==> config.mk <==
export PLATFORM = sky130hd
export DESIGN_NAME = add_share_arbiter
export DESIGN_NICKNAME = d
export VERILOG_FILES = /design/src/rtl/add_share_arbiter.sv
export SDC_FILE = /design/constraint.sdc
export NUM_CORES = 1
export LEC_CHECK = 0
export ABC_CLOCK_PERIOD_IN_PS = 10800
export CAP_MARGIN = 10
export CORE_MARGIN = 3
export CORE_UTILIZATION = 46
export CTS_CLUSTER_DIAMETER = 200
export CTS_CLUSTER_SIZE = 8
export DETAILED_ROUTE_END_ITERATION = 7
export PLACE_DENSITY = 0.87
export SLEW_MARGIN = 40
export SYNTH_ARGS = -nofsm -noshare
export SYNTH_HDL_FRONTEND = slang
export SYNTH_SLANG_ARGS = --single-unit
export TNS_END_PERCENT = 10
==> constraint.sdc <==
create_clock -name clk -period 10.8 [get_ports clk]
set_clock_uncertainty 0.1 [all_clocks]
set_input_delay 3.24 -clock clk [delete_from_list [all_inputs] [get_ports clk]]
set_output_delay 3.24 -clock clk [all_outputs]
set_load 0.05 [all_outputs]
==> src/rtl/add_share_arbiter.sv <==
`default_nettype none
// ---------------------------------------------------------------------------
// add_share_arbiter : round-robin arbiter sharing one WIDTH-bit adder among
//                     NREQ requesters, registered and id-tagged response.
// Revision: 1.0
// ---------------------------------------------------------------------------
module add_share_arbiter #(
  parameter int WIDTH = 8,
  parameter int NREQ  = 4,
  parameter int IDW   = $clog2(NREQ),
  parameter int CNTW  = 16
) (
  input  logic                  clk,
  input  logic                  rst_n,
  input  logic [NREQ-1:0]       req_valid,
  input  logic [NREQ*WIDTH-1:0] req_a,
  input  logic [NREQ*WIDTH-1:0] req_b,
  output logic [NREQ-1:0]       req_ready,
  output logic                  rsp_valid,
  input  logic                  rsp_ready,
  output logic [WIDTH-1:0]      rsp_sum,
  output logic                  rsp_carry,
  output logic [IDW-1:0]        rsp_id,
  output logic                  busy,
  output logic [CNTW-1:0]       op_count
);

  typedef enum logic [0:0] {
    EMPTY = 1'b0,
    FULL  = 1'b1
  } state_t;

  state_t            state_q, state_d;
  logic [WIDTH-1:0]  sum_q, sum_d;
  logic              carry_q, carry_d;
  logic [IDW-1:0]    id_q, id_d;
  logic [IDW-1:0]    rr_ptr_q, rr_ptr_d;
  logic [CNTW-1:0]   op_count_q, op_count_d;

  logic              can_accept;
  logic              found;
  logic              accept;
  logic [IDW-1:0]    win;
  logic [IDW-1:0]    idx;
  int                idx_i;
  logic [WIDTH-1:0]  a_win, b_win;
  logic [WIDTH:0]    sum_full;
  logic [NREQ-1:0]   ready_c;

  assign can_accept = (state_q == EMPTY) | rsp_ready;

  // First valid requester at or after rr_ptr, wrapping at NREQ-1.
  always_comb begin
    found = 1'b0;
    win   = '0;
    idx   = '0;
    idx_i = 0;
    for (int k = 0; k < NREQ; k++) begin
      idx_i = int'(rr_ptr_q) + k;
      if (idx_i >= NREQ) begin
        idx_i = idx_i - NREQ;
      end
      idx = IDW'(idx_i);
      if (!found && req_valid[idx]) begin
        found = 1'b1;
        win   = idx;
      end
    end
  end

  always_comb begin
    a_win   = '0;
    b_win   = '0;
    ready_c = '0;
    for (int i = 0; i < NREQ; i++) begin
      if (win == IDW'(i)) begin
        a_win = req_a[i*WIDTH +: WIDTH];
        b_win = req_b[i*WIDTH +: WIDTH];
      end
      // Held low during reset so no requester sees a spurious accept.
      ready_c[i] = rst_n & found & can_accept & (win == IDW'(i));
    end
  end

  assign accept   = found & can_accept;
  assign sum_full = {1'b0, a_win} + {1'b0, b_win};

  always_comb begin
    state_d    = state_q;
    sum_d      = sum_q;
    carry_d    = carry_q;
    id_d       = id_q;
    rr_ptr_d   = rr_ptr_q;
    op_count_d = op_count_q;

    if (accept) begin
      state_d  = FULL;
      sum_d    = sum_full[WIDTH-1:0];
      carry_d  = sum_full[WIDTH];
      id_d     = win;
      rr_ptr_d = (win == IDW'(NREQ-1)) ? '0 : win + 1'b1;
    end else if (rsp_ready) begin
      state_d = EMPTY;
    end

    if ((state_q == FULL) && rsp_ready && (op_count_q != {CNTW{1'b1}})) begin
      op_count_d = op_count_q + 1'b1;
    end
  end

  always_ff @(posedge clk or negedge rst_n) begin
    if (!rst_n) begin
      state_q    <= EMPTY;
      sum_q      <= '0;
      carry_q    <= 1'b0;
      id_q       <= '0;
      rr_ptr_q   <= '0;
      op_count_q <= '0;
    end else begin
      state_q    <= state_d;
      sum_q      <= sum_d;
      carry_q    <= carry_d;
      id_q       <= id_d;
      rr_ptr_q   <= rr_ptr_d;
      op_count_q <= op_count_d;
    end
  end

  assign req_ready = ready_c;
  assign rsp_valid = (state_q == FULL);
  assign rsp_sum   = sum_q;
  assign rsp_carry = carry_q;
  assign rsp_id    = id_q;
  assign busy      = (state_q == FULL) & ~rsp_ready;
  assign op_count  = op_count_q;

endmodule
`default_nettype wire

# After elaboration in Yosys (flattened, before gate mapping)
# Cells that the tools add are included.
word_totals:
  elab_cells: 80
  register_bits: 30
  in_bits: 71
op_classes:
  n_reduce_logical: 10
  n_bitwise: 11
  n_lt_le_gt_ge: 8
  n_eq_ne: 4
  n_addsub: 10
  n_mux: 31
ops:
  columns: ["cell", "count"]
  rows:
  - ["8-bit two-way mux", 8]
  - ["2-bit two-way mux", 9]
  - ["16-bit by 1-bit adder with 16-bit output (second input constant)", 1]
  - ["16-bit inequality test (second input constant)", 1]
  - ["2-bit by 3-bit less-than comparator with 1-bit output (second input constant)", 4]
  - ["1-bit two-way mux", 10]
  - ["8-bit by 8-bit adder with 9-bit output", 1]
  - ["3-bit greater-or-equal comparator (second input constant)", 3]
  - ["1-bit bitwise AND", 8]
  - ["1-bit binary-select mux with 2-bit select", 4]
  - ["2-bit by 1-bit subtractor with 2-bit output (second input constant)", 4]
  - ["2-bit by 2-bit adder with 3-bit output (second input constant)", 2]
  - ["1-bit logical AND", 5]
  - ["2-bit == test (second input constant)", 2]
  - ["2-bit by 1-bit adder with 3-bit output (second input constant)", 1]
  - ["2-bit by 3-bit greater-or-equal comparator with 1-bit output (second input constant)", 1]
  - ["1-bit logical NOT", 3]
  - ["2-bit by 1-bit adder with 2-bit output (second input constant)", 1]
  - ["2-bit by 1-bit == test with 1-bit output (second input constant)", 1]
  - ["2-bit logical NOT", 1]
  - ["1-bit inverter", 2]
  - ["2-bit nonzero test", 1]
  - ["1-bit OR", 1]

# Longest topological paths before layout
# Gate-level depths: netlist (run 1).
depth:
  word_depth: 20
  ltp_mapped: 15

# Worst setup path before layout (run 1)
# Ideal clock, no wire load.
synth_timing:
  path_kind: "in2out"
  start: "in req_valid[0]"
  end: "out req_ready[2]"
  required_time_ps: 7460
  n_path_buf: 1
  arrival_time_ps: 4913
  path_stages: 5
  slack_ps: 2547
  cell_sequence: "or4_1 > nand4_1 > ha_1 > clkbuf_1 > and3_1"
synth_via:
  elab_chain_len: 15
synth_rtl:
  columns: ["element", "line", "rtl"]
  rows:
  - ["start, declared", "15", "input logic [NREQ-1:0] req_valid,"]
  - ["1-bit binary-select mux with 2-bit select", "64", "if (!found && req_valid[idx]) begin"]
  - ["1-bit two-way mux (implied by the code)", "64", null]
  - ["1-bit two-way mux", "64", null]
  - ["1-bit logical NOT", "64", null]
  - ["1-bit logical AND", "64", null]
  - ["1-bit two-way mux", "64", null]
  - ["1-bit logical NOT", "64", null]
  - ["1-bit logical AND", "64", null]
  - ["1-bit two-way mux", "64", null]
  - ["1-bit logical NOT", "64", null]
  - ["1-bit logical AND", "64", null]
  - ["1-bit two-way mux", "64", null]
  - ["1-bit bitwise AND (2 in series)", "81", "ready_c[i] = rst_n & found & can_accept & (win == IDW'(i));"]
  - ["1-bit bitwise AND *", "81", null]
  - ["end, declared", "18", "output logic [NREQ-1:0] req_ready,"]
# Mark *: on every way between the ends. The rest lies on a longest branch, timed or not. The select of a mux whose other input is x is not followed.

# Worst setup path after layout (run 1)
layout_timing:
  start: "in req_valid[3]"
  end: "out req_ready[1]"
layout_rtl:
  columns: ["element", "line", "rtl"]
  rows:
  - ["1-bit binary-select mux with 2-bit select", "64", null]
  - ["1-bit two-way mux (implied by the code)", "64", null]
  - ["1-bit two-way mux", "64", null]
  - ["1-bit logical NOT", "64", null]
  - ["1-bit logical AND", "64", null]
  - ["1-bit two-way mux", "64", null]
  - ["1-bit logical NOT", "64", null]
  - ["1-bit logical AND", "64", null]
  - ["1-bit two-way mux", "64", null]
  - ["1-bit logical NOT", "64", null]
  - ["1-bit logical AND", "64", null]
  - ["2-bit two-way mux *", "64", null]
  - ["net win[0]", "43", "logic [IDW-1:0] win;"]
  - ["2-bit by 1-bit == test with 1-bit output *", "81", null]
  - ["1-bit bitwise AND *", "81", null]
# Mark *: on every way through the listed nets, which the timed path passes. The rest lies on a longest branch. The select of a mux whose other input is x is not followed.

==> summary.md, run 1 <==
| Metric | Value |
|---|---|
| Result of the run | `completed` |
| Count of clock tree sinks | `30` |
| Total gr overflow | `0` |
| Register area share after synthesis | `32.3%` |
| Portion of the clock cycle consumed by the worst path in the final layout | `87.0%` |
| Fin area | `3510 µm²` |
| Setup Slack @ Placement | `1.43 ns` |
| Worst Max-Slew Pin Slew | `0.699 ns` |
| Routability congestion estimate from global placement | `0.860` |
| Number of buffers and inverters on the critical path | `3` |
| Endpoint kind of the worst setup timing path | `output pin` |
| Total routing usage reported by global routing | `25.2%` |
| Number of detailed-route iterations in the first pass | `5` |
| Count of max-cap constraint violations | `0` |
| Post-synthesis instance total | `272` |
| Worst skew pair latency | `0.29 ns` |
| Cells taking the most area after synthesis | `sky130_fd_sc_hd__dfrtp_1 32%, sky130_fd_sc_hd__nand2_1 7.8%, sky130_fd_sc_hd__ha_1 7.0%` |
| Post_cts resized | `0` |
| Number of diodes | `0` |
| Layout cells sized above 1 | `5.61%` |
| Core Box Area | `4790 µm²` |
| Area of the die | `5930 µm²` |
| Iteration-0 DRC Markers | `142` |
| Vias in the first global route | `2,456` |
| Total count of hold-check failures in the final report | `0` |
| Sum of net half-perimeters after detailed placement | `5700 µm` |
| Die Y | `77.0 µm` |
| Critical Path Most Common Cell | `sky130_fd_sc_hd__clkdlybuf4s50_1` |
| Antenna viol nets, final | `0` |
| Largest buffer count on any clock path | `2` |
| Setup_tns | `0 ns` |
| Slowest cell on crit path | `sky130_fd_sc_hd__clkdlybuf4s50_1` |
| CTS tree | `built` |
| Routed vias | `2,487` |
| Count of input and output buffers | `103` |
| Library cell occupying the most area in the post-synthesis netlist | `sky130_fd_sc_hd__dfrtp_1` |
| Setup slack after layout | `1.41 ns` |
| Type of the setup path with the least slack | `in2out` |
| Worst-path clk slew | `0.06 ns` |
| H-tree lvl count | `2` |
| Post-synth net total | `357` |
| Hold-fix buffer count after cts | `0` |
| DRT Wirelength | `7250 µm` |
| Kind of cell with the highest combined delay on the critical path | `buffers and inverters` |
| Class of the worst hold path | `reg2reg` |
| Number of top-level pins | `104` |
| Synth Area per Inst | `8.53 µm²` |
| Total number of placement rows | `25` |
| Total DRC errors in the routed layout | `0` |
| Mapped Area | `2320 µm²` |
| Area delta synth->final | `51.2%` |
| Vias/cell | `5.64` |
| Highest clock rate | `106 MHz` |
| Largest net degree at the start of global routing | `35` |
| Top-area cell type share of the netlist area | `32.3%` |
| Final routed wire length divided by cell count | `16.4 µm` |
| Required time at the endpoint of the critical path | `7.46 ns` |
| Number of flops mapped to enable cells by yosys | `0` |
| Chain of cells forming the critical path | `clkdlybuf4s50_1 -> nand2b_1 -> a21o_1 -> nand4_1 -> inv_1 -> ha_1 -> and3_1 -> clkdlybuf4s50_1` |
| Final setup violation count | `0` |
| Time the final worst path needs with I/O delays and setup | `9.39 ns` |
| Worst IR Drop VDD | `189 µV` |
| Post-CTS repair timing setup buffer count | `0` |
| Most common cell after layout, fill and taps aside | `sky130_fd_sc_hd__clkdlybuf4s50_1` |
| Post-synthesis async set-or-reset flop share | `100%` |
| Most common flop cell mapped by yosys | `sky130_fd_sc_hd__dfrtp_1` |
| Total Power Consumption | `0.000877 W` |
| Delay of the slowest cell on the worst path | `0.80 ns` |
| Horizontal die dimension | `77.0 µm` |
| Max-slew violations | `0` |
| Number of antenna violations at the first check in global routing | `0` |
| Biggest fanout along the worst timing path | `22` |
| Max transition margin | `53.4%` |
| Arrival time worst endpoint | `6.05 ns` |
| Total power density per cell area | `250 nW/µm²` |
| Commonest cells after routing, fill and taps aside | `103 x sky130_fd_sc_hd__clkdlybuf4s50_1, 48 x sky130_fd_sc_hd__nand2_1, 30 x sky130_fd_sc_hd__dfrtp_1` |
| RSZ-0062 raised after global routing | `false` |
| Cell area reported after detailed placement | `3410 µm²` |
| Nets | `458` |
| Initial Utilization | `48.5%` |
| Leakage dissipation | `1.45 nW` |
| Count of unique library cells instantiated by Yosys | `52` |
| Synthesis Warnings | `0` |
| Root Buffer | `sky130_fd_sc_hd__clkbuf_8` |
| Count of state elements after synthesis | `30` |
| Wire length of the first global-routing pass | `12,000 µm` |
| Total clock buffers created by CTS | `5` |
| Crit path launch type | `input port` |
## area by class of cell
type,instances,area [µm²]
repair buffers,107,1060
well taps,67,83.8
clock buffers,6,82.6
flip-flops and latches,30,751
fillers,380,1280
multi-input cells,222,1490
clock inverters,2,12.5
inverters,7,26.3
## synthesized netlist by cell type, types with 6 or more instances
master,count
sky130_fd_sc_hd__o21ai_0,9
sky130_fd_sc_hd__nor2b_1,14
sky130_fd_sc_hd__o31ai_1,15
sky130_fd_sc_hd__nor2_1,9
sky130_fd_sc_hd__a221oi_1,12
sky130_fd_sc_hd__xnor2_1,6
sky130_fd_sc_hd__dfrtp_1,30
sky130_fd_sc_hd__clkbuf_1,9
sky130_fd_sc_hd__inv_1,7
sky130_fd_sc_hd__nand4_1,7
sky130_fd_sc_hd__nand3_1,6
sky130_fd_sc_hd__nand2_1,48
sky130_fd_sc_hd__and3_1,6
sky130_fd_sc_hd__xor2_1,6
sky130_fd_sc_hd__a21oi_1,10
sky130_fd_sc_hd__ha_1,13
sky130_fd_sc_hd__nor3_1,7
## power breakdown
| group | switching (W) | internal (W) | total [W] |
|---|---|---|---|
| Sequential | 0.0000372 | 0.000149 | 0.000187 |
| Clock | 0.0000440 | 0.0000511 | 0.0000951 |
| Combinational | 0.000355 | 0.000240 | 0.000595 |
## metal layers
| metal | up-vias | track usage, % | share of wire (%) | wire, µm |
|---|---|---|---|---|
| li1 | 1215 | - | - | - |
| met5 | - | 0 | 0 | 0 |
| met1 | 1203 | 30.7 | 42 | 3070 |
| met4 | 0 | 6.41 | 1.6 | 114 |
| met3 | 13 | 4.34 | 3.4 | 246 |
| met2 | 56 | 45.8 | 53 | 3820 |
## metrics by stage
step / hold slack [ns] / std cells / utilization (%)
after floorplan: 0.412 / 272 / -
after global placement: 0.359 / 433 / 71.3
after detailed placement: 0.361 / 433 / 71.3
after CTS: 0.377 / 441 / 73.3
after global routing: 0.398 / 441 / 73.3
final: 0.375 / 441 / 73.3
## worst reg2reg max path, stage by stage (launching register included)
cell                       delay, ns
sky130_fd_sc_hd__dfrtp_1        0.45
sky130_fd_sc_hd__nand2b_1       0.14
sky130_fd_sc_hd__a21o_1         0.14
sky130_fd_sc_hd__nand4_1        0.16
sky130_fd_sc_hd__inv_1          0.13
sky130_fd_sc_hd__ha_1           0.62
sky130_fd_sc_hd__nor2b_2        0.25
sky130_fd_sc_hd__a221oi_1       0.36
sky130_fd_sc_hd__o31ai_1        0.12
sky130_fd_sc_hd__ha_1           0.26
sky130_fd_sc_hd__fa_1           0.41
sky130_fd_sc_hd__a21oi_1        0.28
sky130_fd_sc_hd__o211ai_1       0.16
sky130_fd_sc_hd__a211o_1        0.33
sky130_fd_sc_hd__a31o_2         0.25
## state kept, by name (all words and copies together), names as in the netlist
| name | cells |
|---|---|
| rr_ptr_q | 2 |
| rsp_id | 2 |
| rsp_carry | 1 |
| rsp_valid | 1 |
| op_count | 16 |
| rsp_sum | 8 |
## worst paths after layout
check	cells past startpoint	start	to	slack [ns]
worst max-delay path	8	req_valid[3]	req_ready[1]	1.41
worst min-delay path	2	rsp_sum[0]	rsp_sum[0]	0.37
worst max register to register	14	rr_ptr_q[1]	rsp_sum[6]	6.54
worst min register to register	2	rsp_sum[0]	rsp_sum[0]	0.37
max in group asynchronous	2	rst_n	rsp_sum[0]	7.05
min in group asynchronous	2	rst_n	op_count[8]	3.25
## logic make-up (layout without fill, tap and decap cells)
family | Yosys count | after routing | synth area share [%]
buf+inv | 20 | 122 | 3.50
mux | 3 | 3 | 1.56
simple gates | 121 | 121 | 27.9
flops | 30 | 30 | 32.3
fa+ha+maj | 14 | 14 | 7.87
xor+xnor | 12 | 12 | 4.53
compound gates | 72 | 72 | 22.3
Note: power is estimated with default switching activity, not from simulation.
==> inputs of run 2 (changes only) <==
--- a/config.mk
+++ b/config.mk
@@ -13,6 +13,7 @@
 export CTS_CLUSTER_SIZE = 8
 export DETAILED_ROUTE_END_ITERATION = 7
 export PLACE_DENSITY = 0.87
+export SETUP_SLACK_MARGIN = 0.2
 export SLEW_MARGIN = 40
 export SYNTH_ARGS = -nofsm -noshare
 export SYNTH_HDL_FRONTEND = slang
==> results of run 2 <==
No change in the layout: final DEF, timing and power equal those of run 1.
==> inputs of run 3 (changes only) <==
--- a/config.mk
+++ b/config.mk
@@ -8,14 +8,13 @@
 export ABC_CLOCK_PERIOD_IN_PS = 10800
 export CAP_MARGIN = 10
 export CORE_MARGIN = 3
-export CORE_UTILIZATION = 46
+export CORE_UTILIZATION = 45
 export CTS_CLUSTER_DIAMETER = 200
-export CTS_CLUSTER_SIZE = 8
+export CTS_CLUSTER_SIZE = 20
 export DETAILED_ROUTE_END_ITERATION = 7
-export PLACE_DENSITY = 0.87
+export PLACE_DENSITY = 0.86
 export SETUP_SLACK_MARGIN = 0.2
 export SLEW_MARGIN = 40
 export SYNTH_ARGS = -nofsm -noshare
 export SYNTH_HDL_FRONTEND = slang
 export SYNTH_SLANG_ARGS = --single-unit
-export TNS_END_PERCENT = 10
==> run 3 against run 2 <==
Wire length down 3.7%; sequential share of layout area is essentially flat; sequential power about the same; flip-flop and latch count stayed put; worst setup slack lost 0.076 ns; worst hold slack gained 0.0033 ns; final cell count stayed put; die area increased by 2.0%; utilization shrank 1.0 points; register-to-register slack got worse by 0.02 ns.
==> summary.md, run 3 (synthesized netlist as in run 1, its figures left out) <==
| Metric | Value |
|---|---|
| Result of the run | `completed` |
| Post_cts resized | `0` |
| CTS tree | `built` |
| Area delta synth->final | `51.0%` |
| Count of max-cap constraint violations | `0` |
| Iteration-0 DRC Markers | `120` |
| Vias/cell | `5.57` |
| Total gr overflow | `0` |
| FF-to-FF path depth | `14` |
| Commonest cells after routing, fill and taps aside | `103 x sky130_fd_sc_hd__clkdlybuf4s50_1, 48 x sky130_fd_sc_hd__nand2_1, 30 x sky130_fd_sc_hd__dfrtp_1` |
| Total clock buffers created by CTS | `5` |
| Class of the worst hold path | `reg2reg` |
| Count of input and output buffers | `103` |
| Horizontal die dimension | `77.8 µm` |
| Sum of net half-perimeters after detailed placement | `5500 µm` |
| H-tree lvl count | `2` |
| Cell area reported after detailed placement | `3410 µm²` |
| Wire length of the first global-routing pass | `11,600 µm` |
| Setup_tns | `0 ns` |
| Type of the setup path with the least slack | `in2out` |
| Launching point of the worst reg2reg path | `rr_ptr_q[1]` |
| Leakage dissipation | `1.45 nW` |
| Largest net degree at the start of global routing | `35` |
| Number of antenna violations at the first check in global routing | `0` |
| Hold-fix buffer count after cts | `0` |
| End point of the most critical hold path | `rsp_sum[0]` |
| Root Buffer | `sky130_fd_sc_hd__clkbuf_8` |
| Post-CTS repair timing setup buffer count | `0` |
| Time the final worst path needs with I/O delays and setup | `9.47 ns` |
| DRT Wirelength | `6980 µm` |
| Portion of the clock cycle consumed by the worst path in the final layout | `87.7%` |
| Initial Utilization | `47.9%` |
| Number of top-level pins | `104` |
| Most common cell after layout, fill and taps aside | `sky130_fd_sc_hd__clkdlybuf4s50_1` |
| Number of detailed-route iterations in the first pass | `4` |
| Worst-path clk slew | `0.06 ns` |
| Core Box Area | `4850 µm²` |
| Area of the die | `6060 µm²` |
| Count of clock tree sinks | `30` |
| Antenna viol nets, final | `0` |
| Worst IR Drop VDD | `156 µV` |
| Max-slew violations | `0` |
| Total DRC errors in the routed layout | `0` |
| Die Y | `77.8 µm` |
| Total power density per cell area | `247 nW/µm²` |
| Worst Max-Slew Pin Slew | `0.723 ns` |
| Arrival time worst endpoint | `6.13 ns` |
| Worst hold path depth | `2` |
| Number of diodes | `0` |
| Nets | `458` |
| Total routing usage reported by global routing | `23.8%` |
| Largest register FFs | `16` |
| Max transition margin | `51.8%` |
| Fin area | `3500 µm²` |
| RSZ-0062 raised after global routing | `false` |
| Routed vias | `2,455` |
| Worst reg2reg setup slack | `6.52 ns` |
| Total number of placement rows | `25` |
| Vias in the first global route | `2,374` |
| Beginning of the worst hold path | `rsp_sum[0]` |
| Required time at the endpoint of the critical path | `7.46 ns` |
| Crit path launch type | `input port` |
| Critical register-to-register path endpoint | `rsp_sum[6]` |
| Routability congestion estimate from global placement | `0.874` |
| Final setup violation count | `0` |
| Worst skew pair latency | `0.27 ns` |
| Total count of hold-check failures in the final report | `0` |
| Endpoint kind of the worst setup timing path | `output pin` |
| Biggest fanout along the worst timing path | `22` |
| Highest clock rate | `106 MHz` |
| Largest buffer count on any clock path | `2` |
| Final routed wire length divided by cell count | `15.8 µm` |
| Layout cells sized above 1 | `5.35%` |
==> run 3: cell types whose count changed in the layout (fill, tap and decap cells not counted) <==
cell and delta:
sky130_fd_sc_hd__clkbuf_1 +1, sky130_fd_sc_hd__clkinvlp_4 -1
==> run 3: area by class of cell <==
class | instances | area, µm²
Clock buffer | 7 | 86.3
Clock inverter | 1 | 5.00
Fill cell | 391 | 1340
Inverter | 7 | 26.3
Multi-Input combinational cell | 222 | 1490
Sequential cell | 30 | 751
Tap cell | 67 | 83.8
Timing Repair Buffer | 107 | 1060
==> run 3: per-stage QoR <==
stage               hold slack [ns]  setup WS, ns  std cells  total power, W  util, %
floorplan                     0.412          2.55        272        0.000602        -
global placement              0.360          1.57        433        0.000757     70.3
detailed placement            0.366          1.40        433        0.000769     70.3
CTS                           0.381          1.40        441        0.000866     72.2
global route                  0.406          1.19        441        0.000937     72.3
finish                        0.378          1.33        441        0.000864     72.3
==> run 3: critical path, stage by stage <==
cell and delay, ns:
sky130_fd_sc_hd__clkdlybuf4s50_1 0.56, sky130_fd_sc_hd__nand2b_1 0.18, sky130_fd_sc_hd__a21o_1 0.16, sky130_fd_sc_hd__nand4_1 0.16
sky130_fd_sc_hd__inv_1 0.12, sky130_fd_sc_hd__ha_1 0.63, sky130_fd_sc_hd__and3_1 0.27, sky130_fd_sc_hd__clkdlybuf4s50_1 0.80
==> run 3: per-layer routing <==
| metal | up-vias | wire, µm | track usage (%) |
|---|---|---|---|
| met2 | 61 | 3710 | 42.9 |
| met5 | - | 0 | 0 |
| met1 | 1170 | 2960 | 29.4 |
| met3 | 11 | 204 | 4.06 |
| met4 | 0 | 103 | 5.69 |
| li1 | 1213 | - | - |
==> run 3: where the power goes <==
| group | switching, W | internal (W) |
|---|---|---|
| clock network | 0.0000396 | 0.0000513 |
| registers | 0.0000355 | 0.000149 |
| logic | 0.000348 | 0.000240 |
==> run 3: worst max-delay path by stage <==
stage / start / end / slack, ns / cells after the start
5_1_grt: req_valid[3] / req_ready[1] / 1.19 / 8
3_5_place_dp: req_valid[3] / req_ready[1] / 1.40 / 8
6_report: req_valid[3] / req_ready[1] / 1.33 / 8
4_1_cts: req_valid[3] / req_ready[1] / 1.40 / 8
3_3_place_gp: req_valid[3] / req_ready[1] / 1.57 / 8
2_1_floorplan: req_valid[0] / req_ready[2] / 2.55 / 5
==> edit, RTL diff (settings of run 2) <==
The parameter `NREQ` goes from 4 to 2.
--- a/src/rtl/add_share_arbiter.sv
+++ b/src/rtl/add_share_arbiter.sv
@@ -6,7 +6,7 @@
 // ---------------------------------------------------------------------------
 module add_share_arbiter #(
   parameter int WIDTH = 8,
-  parameter int NREQ  = 4,
+  parameter int NREQ  = 2,
   parameter int IDW   = $clog2(NREQ),
   parameter int CNTW  = 16
 ) (
Ports: changed (5 resized); port bits go from 104 to 67. No check against the original RTL was run, so the function may have changed too.
==> edit against run 2 <==
  * Fmax increased by 7.5%
  * Final area decreased by 26%
  * Via count decreased by 35%
  * Wire length decreased by 42%
  * Synthesized area decreased by 22%
  * Worst setup slack improved by 0.66 ns
  * Utilization decreased by 4.1 points
  * Highest routed layer unchanged
  * Sequential cell count decreased by 2
Power is not compared: it rests on default switching activity, and its combinational part moved more than twofold at a synthesized area within 25%.
==> edit: results (changes against run 2) <==
status finished clean; Arr. time, crit path 5.40 ns (-0.65 ns); Total Routing Usage GR 0.1842 (-0.06785); post-synth top area share 0.3846 (+0.06117); Synth area leaders dfrtp_1, mux2_2, xnor2_1; clk_lat worst skew 0.27 ns (-0.02 ns); WL/cell 14.50 µm (-12%); Post-Syn Nets 223 (-38%); sequential area share after synthesis 0.3846 (+0.06117); number of global-route vias before repair 1518 (-38%); Reg clk slew, reported paths 0.09 ns (+0.03 ns); syn avg cell area 10.35 µm² (+21%); max incr delay on CP 0.69 ns (-0.11 ns); FF-to-FF setup slack 7.76 ns (+1.22 ns); largest net degree at the start of global routing 31 (-11%); RePlAce Congestion 0.8252 (-4.1%); Synth top cells by count dfrtp_1, nand2_1, mux2_2, xnor2_1; reg-to-reg endpoint rsp_carry; H-tree levels 1 (-1); PortBufs 66 (-36%); reg-to-reg startpoint rr_ptr_q; Worst R2R Path Depth 8 (-6); relative slew slack 0.5855 (+0.05154); dpl cell area 2512 µm² (-26%); Place WS 1.944 ns (+0.5110 ns); Iter 0 DRT Violations 59 (-58%); layout cells sized above 1 0.1116 (+0.05542)
[edit: changes by cell type after synthesis, sizes merged, moves of 5 or more]
cell	before	now
nor3	8	2
a221oi	12	1
nor2b	14	2
a21oi	10	5
nand3	6	11
nand3b	5	0
mux2	2	17
o31ai	15	2
clkbuf	10	0
xnor2	6	14
nand2	48	18
[edit: logic make-up after synthesis]
| kind of cell | synth area share |
|---|---|
| AOI/OAI and AO/OA | 0.1305 |
| xor gates and xnor gates | 0.08173 |
| adders and majority gates | 0.07280 |
| buffers and inverters | 0.02678 |
| DFF | 0.3846 |
| muxes | 0.1106 |
| and+or+nand+nor | 0.1930 |
[edit: metrics by stage]
| step | util | hold slack (ns) |
|---|---|---|
| after floorplan | - | 0.3879 |
| after global placement | 0.6711 | 0.3608 |
| after detailed placement | 0.6711 | 0.3713 |
| after CTS | 0.6902 | 0.3925 |
| after global routing | 0.6922 | 0.4129 |
| final | 0.6922 | 0.3869 |
[edit: power breakdown]
group | total (mW) | leakage [nW] | switching (mW) | internal (mW)
logic | 0.225 | 0.658 | 0.137 | 0.0887
registers | 0.155 | 0.354 | 0.0276 | 0.127
clock network | 0.0804 | 0.0357 | 0.0308 | 0.0496
[edit: how the worst max path moves through the flow]
stage | from | to | slack (ns) | cells after the start
2_1_floorplan | rsp_ready | req_ready[1] | 3.05 | 5
3_3_place_gp | req_valid[0] | req_ready[0] | 1.96 | 5
3_5_place_dp | req_valid[0] | req_ready[0] | 1.94 | 5
4_1_cts | req_valid[0] | req_ready[0] | 1.93 | 5
5_1_grt | rsp_ready | req_ready[0] | 2.01 | 5
6_report | rsp_ready | req_ready[0] | 2.06 | 5
[edit: layout make-up]
cell class | instances | area, µm² | area share
clock buffers | 3 | 41.29 | 0.01593
clock inverters | 1 | 30.03 | 0.01159
inverters | 3 | 11.26 | 0.004346
multi-input cells | 140 | 1080 | 0.4167
flip-flops and latches | 28 | 700.7 | 0.2704
well taps | 48 | 60.06 | 0.02318
repair buffers | 67 | 668.1 | 0.2578
[edit: critical path, delay by kind of cell]
family,cells,cell delay (ns)
AND/OR/NAND/NOR,3,1.02
buffers and inverters,2,1.14
[edit: layer usage]
layer	global-route usage	wire length, µm	vias up
met2	0.3333	2163	45
met3	0.02917	204	2
li1	-	-	784
met5	0	0	-
met1	0.2265	1804	781
met4	0.04623	34	0
